<file path="config.mk">
export PLATFORM = sky130hd
export DESIGN_NAME = acc_lut_search
export DESIGN_NICKNAME = d
export VERILOG_FILES = /design/src/rtl/acc_lut_search.sv
export SDC_FILE = /design/constraint.sdc
export NUM_CORES = 1
export LEC_CHECK = 0
export BUFFER_PORTS_ARGS = -buffer_cell sky130_fd_sc_hd__buf_2
export CAP_MARGIN = 30
export CORE_MARGIN = 2
export CORE_UTILIZATION = 35
export CTS_BUF_LIST = sky130_fd_sc_hd__clkbuf_8 sky130_fd_sc_hd__clkbuf_16
export CTS_CLUSTER_SIZE = 40
export DETAILED_ROUTE_END_ITERATION = 8
export PLACE_DENSITY_LB_ADDON = 0.15
export SLEW_MARGIN = 20
export SYNTH_ARGS = -nofsm -noshare
export SYNTH_HDL_FRONTEND = slang
export SYNTH_SLANG_ARGS = --single-unit
</file>
<file path="constraint.sdc">
create_clock -name clk -period 6.24 [get_ports clk]
set_input_delay 0 -clock clk [delete_from_list [all_inputs] [get_ports clk]]
set_output_delay 0 -clock clk [all_outputs]
set_load 0.05 [all_outputs]
</file>
<file path="src/rtl/acc_lut_search.sv">
// acc_lut_search: reverse lookup of a byte in a fixed 8-entry table, one entry per cycle.
module acc_lut_search #(
    parameter bit EARLY_EXIT = 1'b1
) (
    input  logic       clk,
    input  logic       reset,
    input  logic       req,
    input  logic [7:0] value_in,
    input  logic       ack,
    output logic       ready,
    output logic       done,
    output logic       hit,
    output logic [4:0] key
);
    typedef enum logic [1:0] {IDLE, SEARCH, DONE} state_t;
    localparam logic [63:0] TABLE = {8'h80, 8'd66, 8'd65, 8'd64, 8'd1, 8'd0, 8'd63, 8'hFF};
    state_t     state;
    logic [2:0] idx;
    logic [7:0] val;
    logic       found;
    logic [2:0] found_idx;
    logic       match;
    assign match = val == TABLE[idx*8 +: 8];
    assign ready = state == IDLE;
    assign done  = state == DONE;
    always_ff @(posedge clk) begin
        if (reset) begin
            state     <= IDLE;
            idx       <= 3'd0;
            val       <= 8'd0;
            found     <= 1'b0;
            found_idx <= 3'd0;
            key       <= 5'h1F;
            hit       <= 1'b0;
        end else begin
            case (state)
                IDLE: if (req) begin
                    state <= SEARCH;
                    val   <= value_in;
                    idx   <= 3'd0;
                    found <= 1'b0;
                end
                SEARCH: begin
                    if (EARLY_EXIT && match) begin
                        state <= DONE;
                        key   <= {2'b00, idx};
                        hit   <= 1'b1;
                    end else if (idx == 3'd7) begin
                        // the earliest recorded match wins over a match on the last entry
                        state <= DONE;
                        hit   <= found || match;
                        key   <= found ? {2'b00, found_idx} : match ? {2'b00, idx} : 5'h1F;
                    end else begin
                        idx <= idx + 3'd1;
                        if (match && !found) begin
                            found     <= 1'b1;
                            found_idx <= idx;
                        end
                    end
                end
                DONE: if (ack) state <= IDLE;
                default: state <= IDLE;
            endcase
        end
    end
endmodule

</file>
# --- Word-level counts from Yosys, hierarchy flattened ---
# Cells that the tools add are included.
word_totals:
  regBits: 23
  inputBits: 12
  latch_bits: 0
  ramBits: 0
  mem_bits_ro: 0
  out_inout_bits: 8
  memories: 0
classes:
  n_eq_ne: 10
  n_reduce_logical: 12
  n_mux: 19
  div_mod_pow: 0
  shifts: 1
  magnitude_cmp: 0
  n_addsub: 1
  n_mul: 0
  bitwise: 2
op_table:
  columns: ["op", "n"]
  rows:
  - ["$shiftx A64 B7 Y8 const A", 1]
  - ["$mux W5", 3]
  - ["$ne A2 B2 Y1 const B", 5]
  - ["$mux W3", 3]
  - ["$eq A8 B8 Y1", 1]
  - ["$mux W2", 4]
  - ["$reduce_and A4 Y1", 2]
  - ["$mux W1", 6]
  - ["$pmux W2 S3", 1]
  - ["$pmux W3 S2", 1]
  - ["$reduce_and A5 Y1", 1]
  - ["$reduce_and A2 Y1", 2]
  - ["$reduce_bool A2 Y1", 2]
  - ["$add A3 B1 Y3 const B", 1]
  - ["$eq A3 B3 Y1 const B", 1]
  - ["$ne A3 B3 Y1 const B", 1]
  - ["$reduce_and A3 Y1", 1]
  - ["$eq A2 B1 Y1 const B", 1]
  - ["$eq A2 B2 Y1 const B", 1]
  - ["$logic_not A2 Y1", 1]
  - ["$not A1 Y1", 2]
  - ["$pmux W1 S2", 1]
  - ["$logic_and A1 B1 Y1", 1]
  - ["$logic_not A1 Y1", 1]
  - ["$logic_or A1 B1 Y1", 1]

# --- Logic depth before layout (Yosys ltp) ---
# Gate-level depths: netlist (run 1).
logic_depth:
  depth_word: 7
  depth_mapped: 7

# --- Least setup slack after synthesis (run 1) ---
# Ideal clock, no wire load.
synth_path:
  path_kind: "register -> register"
  startpoint: "register idx[1]"
  endpoint: "register idx[0]"
  setup_time_ns: 0.121
  n_path_buf: 0
  required_time_ns: 6.119
  setup_slack_ns: 4.032
  t_arrival_ns: 2.087
  stages_incl_launch_ff: 8
  path_cell_list: "dfxtp_1 -> inv_1 -> ha_1 -> and2_4 -> or3_1 -> a221o_2 -> o21a_4 -> mux2_4"
synth_via:
  elab_chain_len: 4
synth_rtl:
  columns: ["element", "line_no", "source"]
  rows:
  - ["start, declared", "18", "logic [2:0] idx;"]
  - ["start signal, assigned", "54", "idx <= idx + 3'd1;"]
  - ["$shiftx A64 B7 Y8", "23", "assign match = val == TABLE[idx*8 +: 8];"]
  - ["$eq A8 B8 Y1", "23", null]
  - ["$ne A2 B2 Y1 (no line)", null, null]
  - ["$reduce_and A4 Y1 (no line) (*)", null, null]
# Every way passes the cells marked *; elsewhere a longest branch is shown, timed or not.
# A chain may end at the register's enable or synchronous reset.

# --- Worst setup path after layout (run 1) ---
layout_path:
  startpoint: "register idx[1]"
  endpoint: "register key[1]"
layout_via:
  elab_chain_len: 4
layout_rtl:
  columns: ["element", "line_no", "source"]
  rows:
  - ["$shiftx A64 B7 Y8", "23", null]
  - ["$eq A8 B8 Y1", "23", null]
  - ["$reduce_bool A2 Y1 (no line)", null, null]
  - ["$reduce_and A2 Y1 (no line)", null, null]
  - ["end signal, assigned", "46", "key <= {2'b00, idx};"]
  - ["end signal, assigned", "52", "key <= found ? {2'b00, found_idx} : match ? {2'b00, idx} : 5'h1F;"]
  - ["end, declared", "13", "output logic [4:0] key"]
# Parallel ways exist; a longest one is shown, timed or not.

==> results_dict.tcl, run 1 <==
set metrics [dict create \
    outcome "finished clean" \
    synthToLayoutAreaGrowth_pct 24.53 \
    first_global_vias 983 \
    std_cell_rows 20 \
    yosys_warnings 0 \
    synth_xor_xnor_area_share_pct 1.561 \
    cp.arrival_ps 2570 \
    ant_nets 0 \
    synth.area.top_cells "dfxtp_1 39%, nand2_1 8.0%, ha_1 7.8%, a21oi_1 4.9%, o21ai_0 4.0%" \
    drc 0 \
    dieArea_um2 3675 \
    antenna_found_initial 0 \
    die_x_um 60.63 \
    fin_crit_ps 2440 \
    yosysMostFrequentCell "nand2_1" \
    cts_sinks 22 \
    synth_common_cells "24 x nand2_1, 22 x dfxtp_1, 11 x a21oi_1" \
    async_flop_share_pct 0 \
    cts-root-buf "clkbuf_8" \
    syn_inst 135 \
    syn_nets 154 \
    path_max_fanout 9 \
    overflow 0 \
    cts_tree "built" \
    multi_input_area_um2 629.4 \
    max_slew_margin_pct 64.55 \
    grt_usage_pct 16.21 \
    wl_per_cell_um 12.16 \
    place_area_um2 1246 \
    r2r_cells 7 \
    muxShareOfSynthArea_pct 3.122 \
    clkLatencyLatePin_ps 270 \
    num_antenna_cells 0 \
    synth-simple-area-share_pct 23.30 \
    gp_congestion 0.7876 \
    drt_iter0_markers 28 \
    layout_setup_ws_ps 3800 \
    grt_pass1_wl_um 4436 \
    ctsHtreeMaxLevel 1 \
    synth_edf_count 0 \
    setup_viol 0 \
    pre_cts_slack_ps 3796 \
    peakVddDrop_v 0.00008455 \
    crit_required_ps 6370 \
    first_pass_iters 4 \
    slew_violations 0 \
    power.leakage_nw 0.5963 \
    rsz0062_at_grt "false" \
    coreArea_um2 3053 \
    cts_resized 0 \
    end_kind "flop" \
    die_h_um 60.63 \
    tns_ps 0 \
    worstSetupStartpointType "flop" \
    period_share_pct 39.10 \
    ys_seq_elements 22 \
    p_per_area_nw_per_um2 227.7 \
    regArea_um2 440.4 \
    nFillCells 320 \
    nets 181 \
    port_buffers 19 \
    syn_avg_cell_area_um2 8.314 \
    io_pins 20 \
    synth_top_family_by_area "simple AND/OR/NAND/NOR gates" \
    drive_gt1_share_pct 18.01 \
    crit_type "reg2reg" \
    vias 1025 \
    cts_buffer_depth 2 \
    hp-class "in2reg" \
    synth_compound_area_share_pct 20.29 \
    synth_cell_types 34 \
    via_per_inst 5.000 \
    ys.flop_type "dfxtp_1" \
    start_util_pct 36.76 \
    hold_viol_final 0 \
    routed_wl_um 2493 \
    yosysTopAreaCellShare_pct 39.24 \
    whs_path_depth 2 \
    cts_buffers 3 \
    synth-adder-area-share_pct 7.804 \
    skew_ps 6.527 \
    totalPowerFinal_w 0.0003183 \
    tightestPinTransition_ps 531.8 \
    place_hpwl_um 1794 \
    ys_seq_area_share_pct 39.24 \
    syn_area_um2 1122 \
    fmax_ghz 0.4099 \
    design_area_um2 1398 \
    clk_pin_slew_ps 80 \
    grt_max_degree 16 \
    cap_violations 0 \
    yosysTopAreaCell "dfxtp_1" \
]
-- cell families (layout without fill, tap and decap cells) --
logic type / after synthesis / after routing
and+or+nand+nor: 56 / 56
AOI/OAI and AO/OA: 33 / 33
DFF: 22 / 22
buffers and inverters: 12 / 38
adders and majority gates: 7 / 7
muxes: 3 / 3
xor gates and xnor gates: 2 / 2
-- where the power goes --
part,internal (W),switching [W]
clock,0.0000857,0.0000482
combinational,0.0000152,0.0000200
sequential,0.000145,0.00000437
-- metrics by stage --
stage               utilization (%)  cells  hold WS (ps)
finish                        45.78    205         68.78
global route                  45.78    205         104.4
CTS                           45.78    205         70.03
detailed placement            40.82    193         248.0
global placement              40.82    193         241.0
floorplan                         -    135         69.07
-- final timing paths --
check	startpoint	end	slack (ps)
max	idx[1]	key[1]	3800
min	reset	found_idx[0]	70
max reg2reg	idx[1]	key[1]	3800
min reg2reg	found_idx[1]	found_idx[1]	450
-- repair_timing --
item                      4_1_cts  5_1_grt
buffers inserted                0        0
hold endpoints to repair        8        0
hold buffers                    8        0
-- cell usage in the layout, fill, tap and decap left out --
cell           count
a211oi_1           1
a21o_1             1
a21oi_1           11
a221o_2            1
a221oi_1           1
and2_1             1
and2_2             1
and2_4             1
and3_1             2
and4_1             1
buf_2             19
bufinv_16          1
clkbuf_8           3
dfxtp_1           22
dlygate4sd3_1      8
ha_1               7
inv_1              7
mux2_4             1
mux2i_1            2
nand2_1           24
nand2b_1           2
nand3_1            4
nand4_1            1
nor2_1            10
nor2b_1            2
nor3_1             4
nor4_1             1
o2111a_1           1
o2111ai_1          4
o21a_1             2
o21a_4             1
o21ai_0            9
o41ai_2            1
or3_1              2
xnor2_1            1
xor2_1             1
-- registers in the layout, indices dropped and copies added, names as in the netlist --
| register | cells |
|---|---|
| val | 8 |
| key | 4 |
| found_idx | 3 |
| idx | 3 |
| state | 2 |
| found | 1 |
| hit | 1 |
-- worst max-delay path: stages (launching register included) --
cell and delay [ps]:
dfxtp_1 460, inv_1 130, ha_1 190, and2_4 150, or3_1 320, a221o_2 460, nor3_1 410, o2111ai_1 180
-- layer usage --
layer  part of all wire [%]  GRT usage, %
met1                     50         22.21
met2                     44         24.12
met3                    3.7         2.772
met4                    2.4         9.006
met5                      0             0
-- final cells by class --
| cell class | count | share of cell area, % |
|---|---|---|
| clock buffers | 3 | 2.954 |
| flip-flops and latches | 22 | 31.51 |
| repair buffers | 27 | 12.53 |
| clock inverters | 1 | 2.149 |
| multi-input cells | 101 | 45.03 |
| well taps | 44 | 3.939 |
| inverters | 7 | 1.880 |
Note: power is estimated with default switching activity, not from simulation.
==> inputs of run 2 (changes only) <==
clock period = 2.4 ns   (was 6.24 ns; I/O delays follow)
==> results_dict.tcl, run 2 (same netlist as run 1, synthesis figures left out) <==
set metrics [dict create \
    reg2reg_slack_ps 170 \
    period_share_pct 92.95 \
    wl_per_cell_um 11.95 \
    path_max_fanout 9 \
    peakVddDrop_v 0.0002874 \
    regArea_um2 440.4 \
    endpoint "idx[0]" \
    antenna_found_initial 0 \
    p_seq_share_pct 46.7 \
    tns_ps 0 \
    crit_path_start "idx[0]" \
    cap_violations 0 \
    coreArea_um2 3053 \
    fin_crit_ps 2231 \
    swShare_pct 22.74 \
    hold_viol_final 0 \
    reg2reg_from "idx[0]" \
    power_frac_comb_pct 11.2 \
    largest_reg_flops 8 \
    vias 1010 \
    grt_pass1_wl_um 4291 \
    clk_pin_slew_ps 80 \
    grt_max_degree 16 \
    die_h_um 60.63 \
    p_per_area_nw_per_um2 587.5 \
    power.switching_w 0.0001884 \
    crit_type "reg2reg" \
    outcome "finished clean" \
    nFillCells 324 \
    design_area_um2 1410 \
    route.top_layer_used "met4" \
    top_regs "val (8), key (4)" \
    drt_iter0_markers 27 \
    nets 182 \
    cts_buffer_depth 2 \
    met2WireLength_um 1158 \
    rr_endpoint "idx[0]" \
    synthToLayoutAreaGrowth_pct 25.64 \
    r2r_cells 7 \
    ant_nets 0 \
    rsz0062_at_grt "false" \
    power.leakage_nw 0.6017 \
    cts-root-buf "clkbuf_8" \
    p_int_w 0.0006400 \
    hp-class "in2reg" \
    port_buffers 19 \
    place_hpwl_um 1736 \
    clkPwrFrac_pct 42.1 \
    crit_required_ps 2560 \
    skew_ps 7.855 \
    routed_wl_um 2462 \
    end_kind "flop" \
    max_slew_margin_pct 69.52 \
    clkLatencyLatePin_ps 270 \
    std_cell_rows 20 \
    cts_tree "built" \
    cp.arrival_ps 2390 \
    dieArea_um2 3675 \
    io_pins 20 \
    ctsHtreeMaxLevel 1 \
    grt_usage_pct 15.63 \
    via_per_inst 4.903 \
    place_area_um2 1254 \
    wl_met3_um 103 \
    num_antenna_cells 0 \
    first_global_vias 963 \
    drc 0 \
    gp_congestion 0.8379 \
    final_common_cell "nand2_1" \
    cts_sinks 22 \
    cts_buffers 3 \
    first_pass_iters 4 \
    met1_length_um 1137 \
    multi_input_area_um2 634.4 \
    slew_violations 0 \
    top_register "val" \
    overflow 0 \
    tightestPinTransition_ps 457.2 \
    worstSetupStartpointType "flop" \
    totalPowerFinal_w 0.0008284 \
    setup_viol 0 \
    most-common-layout-cells "24 x nand2_1, 22 x dfxtp_1, 19 x buf_2" \
    drive_gt1_share_pct 19.14 \
    die_x_um 60.63 \
    start_util_pct 36.76 \
    fmax_ghz 0.4483 \
]
## run 2: layout make-up
cell class	count	share of cell area (%)
sequential	22	31.23
tap	44	3.904
clock inverter	1	2.130
inverter	7	1.863
timing repair buffer	28	12.95
clock buffer	3	2.928
multi-input combinational	101	44.99
## run 2: worst min path at each step
| stage | from | end | slack (ps) | cells after the start |
|---|---|---|---|---|
| 2_1_floorplan | reset | val[0] | 70 | 1 |
| 4_1_cts | reset | found_idx[2] | 70 | 2 |
| 5_1_grt | reset | found_idx[1] | 80 | 2 |
| 3_3_place_gp | value_in[1] | val[1] | 240 | 3 |
| 6_report | reset | found_idx[2] | 70 | 2 |
| 3_5_place_dp | value_in[1] | val[1] | 250 | 3 |
## run 2: layer usage
metal	track usage (%)	vias up
met5	0	-
met4	6.832	0
met3	3.198	7
met2	25.96	23
met1	19.58	456
li1	-	524
## run 2: metrics by stage
stage                     utilization, %  worst slack (ps)  hold slack [ps]  std cells
after detailed placement           41.07             144.0            248.3        194
final                              46.19             169.1            66.14        206
after global placement             41.07             225.1            240.3        194
after global routing               46.19             43.24            84.04        206
after floorplan                        -             192.1            69.07        135
after CTS                          46.02             111.7            70.65        206
## run 2: critical path: stages (launching register included)
cell and delay, ps:
dfxtp_1 430, inv_1 140, ha_1 210, and2_2 180, or3_1 330, a21o_1 290, o21a_4 260, mux2_4 290
## run 2: power groups by stage
stage	registers, W	clock network [W]	logic (W)
2_1_floorplan	0.000393	0	0.0000582
3_3_place_gp	0.000395	0	0.0000816
3_5_place_dp	0.000396	0	0.0000823
4_1_cts	0.000387	0.000357	0.0000932
5_1_grt	0.000389	0.000370	0.000105
6_report	0.000387	0.000348	0.0000928
## run 2: timing repair
item,4_1_cts,5_1_grt
hold buffers,8,0
endpoints found under the setup margin,0,4
setup buffers,0,0
hold endpoints to repair,8,0
gates resized for setup,0,1
